File: src/rtl/ama_riscv_mem_arb_pkg.sv
// Shared types and defaults for the main-memory arbiter between icache and dcache.
package ama_riscv_mem_arb_pkg;

  localparam int unsigned MEM_ADDR_BUS         = 12;
  localparam int unsigned MEM_DATA_BUS         = 128;
  localparam int unsigned MEM_TRANSFERS_PER_CL = 4;

  typedef enum logic {
    DMEM_READ  = 1'b0,
    DMEM_WRITE = 1'b1
  } dmem_rtype_t;

  typedef enum logic [1:0] {
    ARB_IDLE = 2'd0,
    ARB_RD   = 2'd1,
    ARB_WR   = 2'd2
  } mem_arb_state_t;

  typedef enum logic {
    ARB_IC = 1'b0,
    ARB_DC = 1'b1
  } mem_arb_src_t;

  function automatic bit is_pow2(input int unsigned v);
    return (v != 0) && ((v & (v - 1)) == 0);
  endfunction

endpackage

File: src/rtl/ama_riscv_rr_arb2.sv
// Two-way round-robin grant; bit 0 = icache, bit 1 = dcache. Purely combinational.
module ama_riscv_rr_arb2
  import ama_riscv_mem_arb_pkg::*;
(
  input  logic [1:0]   req,
  input  mem_arb_src_t last_gnt,
  input  logic         en,
  output logic [1:0]   gnt
);

  always_comb begin
    gnt = 2'b00;
    if (en) begin
      // On a tie the requester that was not served last wins
      if (&req) gnt = (last_gnt == ARB_IC) ? 2'b10 : 2'b01;
      else      gnt = req;
    end
  end

endmodule

File: src/rtl/ama_riscv_mem_arb.sv
// Shares the single main-memory beat port between icache and dcache line transactions.
module ama_riscv_mem_arb
  import ama_riscv_mem_arb_pkg::*;
#(
  parameter int unsigned AW    = MEM_ADDR_BUS,
  parameter int unsigned DW    = MEM_DATA_BUS,
  parameter int unsigned BEATS = MEM_TRANSFERS_PER_CL
) (
  input  logic          clk,
  input  logic          rst,
  input  logic          ic_req_valid,
  output logic          ic_req_ready,
  input  logic [AW-1:0] ic_req_addr,
  output logic          ic_rsp_valid,
  output logic [DW-1:0] ic_rsp_data,
  input  logic          dc_req_valid,
  output logic          dc_req_ready,
  input  dmem_rtype_t   dc_req_rtype,
  input  logic [AW-1:0] dc_req_addr,
  input  logic [DW-1:0] dc_wdata,
  output logic          dc_wdata_ack,
  output logic          dc_rsp_valid,
  output logic [DW-1:0] dc_rsp_data,
  output logic          mem_req_valid,
  input  logic          mem_req_ready,
  output logic          mem_req_we,
  output logic [AW-1:0] mem_req_addr,
  output logic [DW-1:0] mem_req_wdata,
  input  logic          mem_rsp_valid,
  input  logic [DW-1:0] mem_rsp_data
);

  localparam int unsigned CW = $clog2(BEATS);
  localparam logic [CW-1:0] CntMax = CW'(BEATS - 1);

  if (!is_pow2(BEATS)) begin : gen_beats_chk
    $error("BEATS must be a power of two");
  end

  mem_arb_state_t   state_q, state_d;
  mem_arb_src_t     src_q, src_d;
  mem_arb_src_t     last_gnt_q, last_gnt_d;
  logic [CW-1:0]    req_cnt_q, req_cnt_d;
  logic [CW-1:0]    rsp_cnt_q, rsp_cnt_d;
  logic             req_done_q, req_done_d;
  logic [AW-CW-1:0] line_q, line_d;

  logic [1:0] gnt;
  logic       mem_fire;
  logic       rsp_route;
  logic       proto_err;
  logic       unused_addr_bits;

  assign unused_addr_bits = ^{ic_req_addr[CW-1:0], dc_req_addr[CW-1:0]};

  // Held off during reset so no ready pulse escapes while rst is high
  ama_riscv_rr_arb2 u_rr_arb2 (
    .req      ({dc_req_valid, ic_req_valid}),
    .last_gnt (last_gnt_q),
    .en       ((state_q == ARB_IDLE) && !rst),
    .gnt      (gnt)
  );

  assign ic_req_ready = gnt[0];
  assign dc_req_ready = gnt[1];

  assign mem_req_valid = ((state_q == ARB_RD) && !req_done_q) || (state_q == ARB_WR);
  assign mem_req_we    = (state_q == ARB_WR);
  assign mem_req_addr  = mem_req_valid ? {line_q, req_cnt_q} : '0;
  assign mem_req_wdata = mem_req_we ? dc_wdata : '0;
  assign mem_fire      = mem_req_valid && mem_req_ready;
  assign dc_wdata_ack  = mem_req_we && mem_req_ready;

  // Responses outside a read line are dropped, never routed
  assign rsp_route    = (state_q == ARB_RD) && mem_rsp_valid;
  assign proto_err    = mem_rsp_valid && (state_q != ARB_RD);
  assign ic_rsp_valid = rsp_route && (src_q == ARB_IC);
  assign dc_rsp_valid = rsp_route && (src_q == ARB_DC);
  assign ic_rsp_data  = ic_rsp_valid ? mem_rsp_data : '0;
  assign dc_rsp_data  = dc_rsp_valid ? mem_rsp_data : '0;

  always_comb begin
    state_d    = state_q;
    src_d      = src_q;
    last_gnt_d = last_gnt_q;
    req_cnt_d  = req_cnt_q;
    rsp_cnt_d  = rsp_cnt_q;
    req_done_d = req_done_q;
    line_d     = line_q;
    case (state_q)
      ARB_IDLE: begin
        if (|gnt) begin
          src_d      = gnt[1] ? ARB_DC : ARB_IC;
          last_gnt_d = gnt[1] ? ARB_DC : ARB_IC;
          line_d     = gnt[1] ? dc_req_addr[AW-1:CW] : ic_req_addr[AW-1:CW];
          req_cnt_d  = '0;
          rsp_cnt_d  = '0;
          req_done_d = 1'b0;
          state_d    = (gnt[1] && (dc_req_rtype == DMEM_WRITE)) ? ARB_WR : ARB_RD;
        end
      end
      ARB_RD: begin
        if (mem_fire) begin
          req_cnt_d = req_cnt_q + CW'(1);
          if (req_cnt_q == CntMax) req_done_d = 1'b1;
        end
        if (mem_rsp_valid) begin
          rsp_cnt_d = rsp_cnt_q + CW'(1);
          if (rsp_cnt_q == CntMax) state_d = ARB_IDLE;
        end
      end
      ARB_WR: begin
        if (mem_fire) begin
          req_cnt_d = req_cnt_q + CW'(1);
          if (req_cnt_q == CntMax) state_d = ARB_IDLE;
        end
      end
      default: state_d = ARB_IDLE;
    endcase
  end

  always_ff @(posedge clk or posedge rst) begin
    if (rst) begin
      state_q    <= ARB_IDLE;
      src_q      <= ARB_IC;
      last_gnt_q <= ARB_IC;
      req_cnt_q  <= '0;
      rsp_cnt_q  <= '0;
      req_done_q <= 1'b0;
      line_q     <= '0;
    end else begin
      state_q    <= state_d;
      src_q      <= src_d;
      last_gnt_q <= last_gnt_d;
      req_cnt_q  <= req_cnt_d;
      rsp_cnt_q  <= rsp_cnt_d;
      req_done_q <= req_done_d;
      line_q     <= line_d;
    end
  end

  always_ff @(posedge clk) begin
    if (!rst) assert (!proto_err) else $warning("mem_arb: stray memory response dropped");
  end

  ic_req_hold: assert property (@(posedge clk) disable iff (rst)
    ic_req_valid && !ic_req_ready |=> ic_req_valid);
  dc_req_hold: assert property (@(posedge clk) disable iff (rst)
    dc_req_valid && !dc_req_ready |=> dc_req_valid);

endmodule
File: config.mk
export PLATFORM = sky130hd
export DESIGN_NAME = ama_riscv_mem_arb
export DESIGN_NICKNAME = d
export VERILOG_FILES = /design/src/rtl/ama_riscv_mem_arb_pkg.sv /design/src/rtl/ama_riscv_rr_arb2.sv /design/src/rtl/ama_riscv_mem_arb.sv
export SDC_FILE = /design/constraint.sdc
export NUM_CORES = 1
export LEC_CHECK = 0
export CAP_MARGIN = 20
export CORE_AREA = 2 2 272 274
export CTS_CLUSTER_DIAMETER = 100
export CTS_CLUSTER_SIZE = 10
export DETAILED_ROUTE_END_ITERATION = 8
export DIE_AREA = 0 0 274 276
export PLACE_DENSITY = 0.3
export SYNTH_ARGS = -nofsm -noshare
export SYNTH_HDL_FRONTEND = slang
export SYNTH_SLANG_ARGS = --single-unit
File: constraint.sdc
create_clock -name clk -period 2.75 [get_ports clk]
set_clock_uncertainty 0.05 [all_clocks]
set_input_delay 0.825 -clock clk [delete_from_list [all_inputs] [get_ports clk]]
set_output_delay 0.825 -clock clk [all_outputs]
set_load 0.1 [all_outputs]
==> flow_metrics.env, run 1 <==
export IMPL_unrepaired_setup_endpoints_after_global_routing="yes"
export IMPL_synth_cell_type_count=35
export IMPL_critical_path_startpoint_type="primary input"
export IMPL_number_of_antenna_violations_at_the_first_check_in_global_routing=34
export IMPL_multiplexer_share_of_the_synthesized_area_pct=0
export IMPL_yosysTopAreaCellShare_pct=65.8
export IMPL_synth_ff_latch_count=18
export IMPL_rrSetupSlack_ns=0.69
export IMPL_failing_checks="setup timing"
export IMPL_cts_sinks=18
export IMPL_port_buffer_count=685
export IMPL_layout_drive_gt1_share_pct=70.3
export IMPL_worstPathMaxFanout=7
export IMPL_tightest_slew_ns=0.497
export IMPL_drt_iter0_markers=145
export IMPL_yosys_warnings=0
export IMPL_r2r_cells=8
export IMPL_hold_path_startpoint="line_q[1]"
export IMPL_route_detailed_drc=0
export IMPL_gr_total_overflow=0
export IMPL_detail_route_wirelength_mm=51.6
export IMPL_fp_coreArea_sq_um=72600
export IMPL_grt_start_max_net_pins=76
export IMPL_detailedPlacementHpwl_mm=44.1
export IMPL_regToRegStartpoint="state_q[0]"
export IMPL_switchingPower_w=0.00837
export IMPL_finalMaxSlewViolations=0
export IMPL_crit_required_ns=1.88
export IMPL_crit_arrival_ns=1.95
export IMPL_setup_worst_path_class="in -> out"
export IMPL_design_portCount=690
export IMPL_tritoncts_num_buffers=3
export IMPL_async_flop_share_pct=100
export IMPL_synth_edf_count=0
export IMPL_critical_path_endpoint_type="output pin"
export IMPL_period_share_pct=103
export IMPL_share_seq_of_total_power_pct=3.1
export IMPL_syn_inst=541
export IMPL_powerDensity_nw_per_um2=786
export IMPL_min_delay_path_class="reg -> reg"
export IMPL_outcome="complete, but fails checks"
export IMPL_flow_area_growth_from_synthesis_pct=393
export IMPL_grtUsageTotal_pct=12.6
export IMPL_mappedNetlistNets=833
export IMPL_power_leakage_nw=7.31
export IMPL_floorplan_die_width_um=274
export IMPL_netSwitchingFraction_pct=59.0
export IMPL_path_clk_slew_ns=0.06
export IMPL_design_power_total_w=0.0142
export IMPL_yosys_area_top_type="sky130_fd_sc_hd__and2_1"
export IMPL_multiInputGateArea_sq_um=3830
export IMPL_synth_top_family_by_area="simple AND/OR/NAND/NOR gates"
export IMPL_dieHeight_um=276
export IMPL_cts_hold_repair_buffers=0
export IMPL_first_global_vias=7308
export IMPL_antenna_violating_nets_post_route=0
export IMPL_post_synth_cell_area_avg_sq_um=6.77
export IMPL_most_common_layout_cells="419 x sky130_fd_sc_hd__buf_12, 275 x sky130_fd_sc_hd__clkdlybuf4s50_1, 225 x sky130_fd_sc_hd__and2_4, 147 x sky130_fd_sc_hd__and2_2, 37 x sky130_fd_sc_hd__buf_4"
export IMPL_rows=99
export IMPL_htree_levels=1
export IMPL_xor_and_xnor_area_share_after_synthesis_pct=0
export IMPL_report_final_setup_viol=184
export IMPL_avgRoutedWirePerCell_um=23.0
export IMPL_route_vias_total=6764
export IMPL_grt_first_pass_wirelength_mm=65.6
export IMPL_synth_simple_area_share_pct=73.3
export IMPL_netlist_top_cells_area="sky130_fd_sc_hd__and2_1 66%, sky130_fd_sc_hd__dfrtp_1 12%, sky130_fd_sc_hd__a222oi_1 2.5%"
export IMPL_final_design_area_no_fill_sq_um=18000
export IMPL_synthAdderAreaFrac_pct=1.71
export IMPL_synth_top_flop_cell="sky130_fd_sc_hd__dfrtp_1"
export IMPL_synth_compound_area_share_pct=5.43
export IMPL_vias_per_cell=3.02
export IMPL_cts_root_buffer_cell="sky130_fd_sc_hd__clkbuf_16"
export IMPL_max_slew_margin_rel_pct=66.5
export IMPL_post_route_worst_setup_slack_ns=-0.0767
export IMPL_synth_seq_area_share_pct=12.3
export IMPL_vdd_drop_max_mv=0.357
export IMPL_drtPass1Iterations=6
export IMPL_gp_routability_congestion=0.777
export IMPL_layout_commonest_cell="sky130_fd_sc_hd__buf_12"
export IMPL_synth_cell_area_sq_um=3660
export IMPL_clock_insertion_delay_worst_skew_ns=0.25
export IMPL_nets=1569
export IMPL_fp_dieArea_sq_um=75600
export IMPL_cts_buffer_depth=2
export IMPL_r2r_end="line_q[5]"
export IMPL_dpl_instance_area_sq_um=16500
export IMPL_tritoncts="built"
export IMPL_maxCapViolations=0
export IMPL_register_area_sq_um=450
export IMPL_initial_cell_density_of_the_core_pct=5.05
export IMPL_n_fill_cell=7719
export IMPL_fmax_mhz=354
export IMPL_p_clk_share_pct=2.3
export IMPL_final_min_clock_period_ns=2.83
export IMPL_internal_power_w=0.00581
export IMPL_hold_viol=0
export IMPL_worstHoldEndpoint="line_q[1]"
export IMPL_worstHoldPathCells=2
export IMPL_portion_of_total_power_attributed_to_combinational_logic_pct=94.6
==> worst max-delay path by stage <==
stage | start | to
after detailed placement | mem_rsp_valid | dc_rsp_data[104]
after floorplan | state_q[0] | mem_req_wdata[4]
final | mem_rsp_valid | dc_rsp_data[7]
after global placement | mem_rsp_valid | dc_rsp_data[15]
after global routing | state_q[1] | ic_rsp_data[110]
after CTS | mem_rsp_valid | ic_rsp_data[3]
==> registers in the layout, indices dropped and copies added (netlist names) <==
register and cells:
line_q 10, req_cnt_q 2, rsp_cnt_q 2, state_q 2
last_gnt_q 1, req_done_q 1
==> metal layers <==
layer | up-vias | track usage [%] | share of wire (%)
met2 | 452 | 24.1 | 53
met5 | - | 0 | 0.12
met1 | 3093 | 13.4 | 35
met3 | 50 | 5.01 | 11
li1 | 3159 | - | -
met4 | 10 | 0.836 | 0.98
==> through the flow <==
step	worst slack, ns	TNS, ns	instances	hold WS [ns]	utilization [%]
final	-0.0767	-5.15	2242	0.440	24.9
after global routing	-0.129	-17.32	2235	0.470	24.8
after CTS	-0.113	-8.24	2215	0.442	24.1
after detailed placement	-0.634	-138.78	2175	0.428	22.8
after global placement	-0.615	-135.84	2175	0.427	22.8
after floorplan	0.0000415	0	541	0.400	-
==> final cells by class <==
| cell class | instances | area share [%] |
|---|---|---|
| Clock buffer | 4 | 0.492 |
| Tap cell | 959 | 6.65 |
| Inverter | 13 | 0.291 |
| Sequential cell | 18 | 2.50 |
| Antenna cell | 7 | 0.0971 |
| Timing Repair Buffer | 777 | 68.7 |
| Multi-Input combinational cell | 464 | 21.2 |
==> critical path: stages <==
cell	delay [ns]
sky130_fd_sc_hd__buf_8	0.09
sky130_fd_sc_hd__and3_4	0.29
sky130_fd_sc_hd__buf_12	0.19
sky130_fd_sc_hd__clkbuf_16	0.18
sky130_fd_sc_hd__and2_4	0.17
sky130_fd_sc_hd__buf_12	0.17
==> power groups by stage <==
| stage | registers (W) | logic (W) | clock network (W) |
|---|---|---|---|
| 6_report | 0.000437 | 0.0134 | 0.000329 |
| 4_1_cts | 0.000437 | 0.0131 | 0.000342 |
| 3_3_place_gp | 0.000434 | 0.0124 | 0 |
| 5_1_grt | 0.000449 | 0.0138 | 0.000353 |
| 3_5_place_dp | 0.000437 | 0.0124 | 0 |
| 2_1_floorplan | 0.000428 | 0.00740 | 0 |
==> cells by family after synthesis <==
| group | after synthesis |
|---|---|
| AOI/OAI and AO/OA | 24 |
| and+or+nand+nor | 435 |
| buffers and inverters | 59 |
| adders and majority gates | 5 |
| DFF | 18 |
==> synth_stat cells, types with 2 or more instances <==
cell type / number
sky130_fd_sc_hd__clkbuf_2: 10
sky130_fd_sc_hd__nor2_1: 7
sky130_fd_sc_hd__nand2_1: 11
sky130_fd_sc_hd__and2_1: 385
sky130_fd_sc_hd__o21ai_0: 3
sky130_fd_sc_hd__a222oi_1: 9
sky130_fd_sc_hd__inv_1: 13
sky130_fd_sc_hd__a22oi_1: 2
sky130_fd_sc_hd__nand3_1: 6
sky130_fd_sc_hd__ha_1: 5
sky130_fd_sc_hd__and3_1: 2
sky130_fd_sc_hd__dfrtp_1: 18
sky130_fd_sc_hd__nand4_1: 2
sky130_fd_sc_hd__nand2b_1: 3
sky130_fd_sc_hd__clkbuf_1: 18
sky130_fd_sc_hd__buf_2: 16
sky130_fd_sc_hd__nor2b_1: 13
==> what timing repair did <==
item,4_1_cts,5_1_grt
cloned,13,15
setup buffers,25,5
pin swaps,25,42
setup endpoints to repair,268,238
resized for setup,147,113
(Power assumes the default switching activity.)
==> inputs of run 2 (changes only) <==
HOLD_SLACK_MARGIN = 0.08   (was default)
REMOVE_ABC_BUFFERS = 1   (was default)
==> flow_metrics.env, run 2 (synthesis gave the netlist of run 1 again) <==
export IMPL_crit_required_ns=1.88
export IMPL_critical_path_endpoint_type="output pin"
export IMPL_drt_iter0_markers=160
export IMPL_max_stage_delay_ns=0.17
export IMPL_design_portCount=690
export IMPL_finalMaxSlewViolations=0
export IMPL_max_slew_margin_rel_pct=47.9
export IMPL_layout_commonest_cell="sky130_fd_sc_hd__buf_12"
export IMPL_period_share_pct=104
export IMPL_post_route_worst_setup_slack_ns=-0.104
export IMPL_share_seq_of_total_power_pct=3.2
export IMPL_detail_route_wirelength_mm=50.8
export IMPL_setup_worst_path_class="in -> out"
export IMPL_htree_levels=1
export IMPL_unrepaired_setup_endpoints_after_global_routing="yes"
export IMPL_maxCapViolations=0
export IMPL_register_area_sq_um=450
export IMPL_power_leakage_nw=7.13
export IMPL_switchingPower_w=0.00845
export IMPL_tritoncts_num_buffers=3
export IMPL_n_fill_cell=7706
export IMPL_first_global_vias=6727
export IMPL_failing_checks="setup timing"
export IMPL_final_min_clock_period_ns=2.85
export IMPL_avgRoutedWirePerCell_um=22.7
export IMPL_antenna_violating_nets_post_route=0
export IMPL_top_register="line_q"
export IMPL_gr_total_overflow=0
export IMPL_gp_routability_congestion=0.874
export IMPL_critical_path_startpoint_type="primary input"
export IMPL_cts_sinks=18
export IMPL_most_common_layout_cells="426 x sky130_fd_sc_hd__buf_12, 277 x sky130_fd_sc_hd__clkdlybuf4s50_1, 240 x sky130_fd_sc_hd__and2_4, 143 x sky130_fd_sc_hd__and2_1, 32 x sky130_fd_sc_hd__buf_4"
export IMPL_p_clk_share_pct=2.4
export IMPL_cts_root_buffer_cell="sky130_fd_sc_hd__clkbuf_16"
export IMPL_cp_cell_sequence="buf_8 > and3_4 > buf_12 > buf_12 > buf_12 > buf_16 > and2_4 > buf_12"
export IMPL_number_of_flip_flops_in_the_largest_register=10
export IMPL_initial_cell_density_of_the_core_pct=5.05
export IMPL_rows=99
export IMPL_grtUsageTotal_pct=12.4
export IMPL_powerDensity_nw_per_um2=794
export IMPL_min_delay_path_class="reg -> reg"
export IMPL_grt_first_pass_wirelength_mm=64.7
export IMPL_outcome="complete, but fails checks"
export IMPL_floorplan_die_width_um=274
export IMPL_route_vias_total=6590
export IMPL_route_detailed_drc=0
export IMPL_fp_coreArea_sq_um=72600
export IMPL_critical_path_top_delay_family="buffers and inverters"
export IMPL_report_final_setup_viol=113
export IMPL_cts_buffer_depth=2
export IMPL_multiInputGateArea_sq_um=3670
export IMPL_nets=1564
export IMPL_layout_drive_gt1_share_pct=60.1
export IMPL_design_power_total_w=0.0141
export IMPL_path_clk_slew_ns=0.06
export IMPL_path_common_cell="sky130_fd_sc_hd__buf_12"
export IMPL_vdd_drop_max_mv=0.438
export IMPL_fmax_mhz=350
export IMPL_dieHeight_um=276
export IMPL_clock_insertion_delay_worst_skew_ns=0.25
export IMPL_netSwitchingFraction_pct=60.0
export IMPL_grt_start_max_net_pins=56
export IMPL_internal_power_w=0.00564
export IMPL_utilization_pct=24.4
export IMPL_flow_area_growth_from_synthesis_pct=384
export IMPL_number_of_antenna_violations_at_the_first_check_in_global_routing=10
export IMPL_worstPathMaxFanout=7
export IMPL_critical_path_slowest_cell="sky130_fd_sc_hd__and3_4"
export IMPL_crit_arrival_ns=1.98
export IMPL_tritoncts="built"
export IMPL_port_buffer_count=685
export IMPL_fp_dieArea_sq_um=75600
export IMPL_hold_viol=0
export IMPL_portion_of_total_power_attributed_to_combinational_logic_pct=94.4
export IMPL_drtPass1Iterations=5
export IMPL_tightest_slew_ns=0.781
export IMPL_vias_per_cell=2.95
export IMPL_detailedPlacementHpwl_mm=42.0
export IMPL_crit_buf_inv=6
[run 2: timing repair]
item	4_1_cts	5_1_grt
cloned	14	8
resized for setup	195	149
pin swaps	61	52
hold buffers	0	0
endpoints found under the setup margin	272	291
setup buffers	24	14
[run 2: area by class of cell]
type | count | share of cell area, %
well taps | 959 | 6.76
clock buffers | 4 | 0.501
diodes | 4 | 0.0564
multi-input cells | 464 | 20.7
flip-flops and latches | 18 | 2.54
repair buffers | 772 | 69.2
inverters | 13 | 0.275
[run 2: metrics by stage]
| stage | TNS (ns) | hold slack (ns) | instance area [sq um] | instances | setup WS, ns |
|---|---|---|---|---|---|
| 4_1_cts | -5.00 | 0.428 | 17200 | 2215 | -0.130 |
| 2_1_floorplan | -1001.92 | 0.392 | 3450 | 495 | -3.76 |
| 6_report | -3.48 | 0.424 | 17700 | 2234 | -0.104 |
| 3_5_place_dp | -115.97 | 0.415 | 16000 | 2177 | -0.502 |
| 3_3_place_gp | -114.14 | 0.418 | 16000 | 2177 | -0.483 |
| 5_1_grt | -12.18 | 0.454 | 17700 | 2230 | -0.119 |
[run 2: worst min-delay path: stages, from the launching register on]
cell,delay (ns)
sky130_fd_sc_hd__dfrtp_1,0.34
sky130_fd_sc_hd__a32oi_1,0.06
sky130_fd_sc_hd__nand2_1,0.05
[run 2: worst paths after layout]
check | startpoint | end | slack (ns) | cells after the start
max in group asynchronous | rst | line_q[9] | 1.52 | 4
worst max-delay path | mem_rsp_valid | dc_rsp_data[2] | -0.10 | 8
worst min-delay path | line_q[1] | line_q[1] | 0.42 | 2
min in group asynchronous | rst | state_q[1] | 0.92 | 4
worst max register to register | state_q[1] | line_q[2] | 0.64 | 9
worst min register to register | line_q[1] | line_q[1] | 0.42 | 2
[run 2: per-layer routing]
metal,vias to the layer above,wire (um),track usage [%]
met3,30,3680,3.12
met1,3115,20100,14.7
met4,14,612,1.03
met2,288,26400,22.9
met5,-,74,0
li1,3143,-,-
[run 2: power groups by stage]
stage               sequential, W  combinational [W]  clock (W)
floorplan                0.000421            0.00697          0
global placement         0.000445             0.0121          0
detailed placement       0.000448             0.0121          0
CTS                      0.000450             0.0130   0.000349
global route             0.000466             0.0137   0.000353
finish                   0.000453             0.0133   0.000336
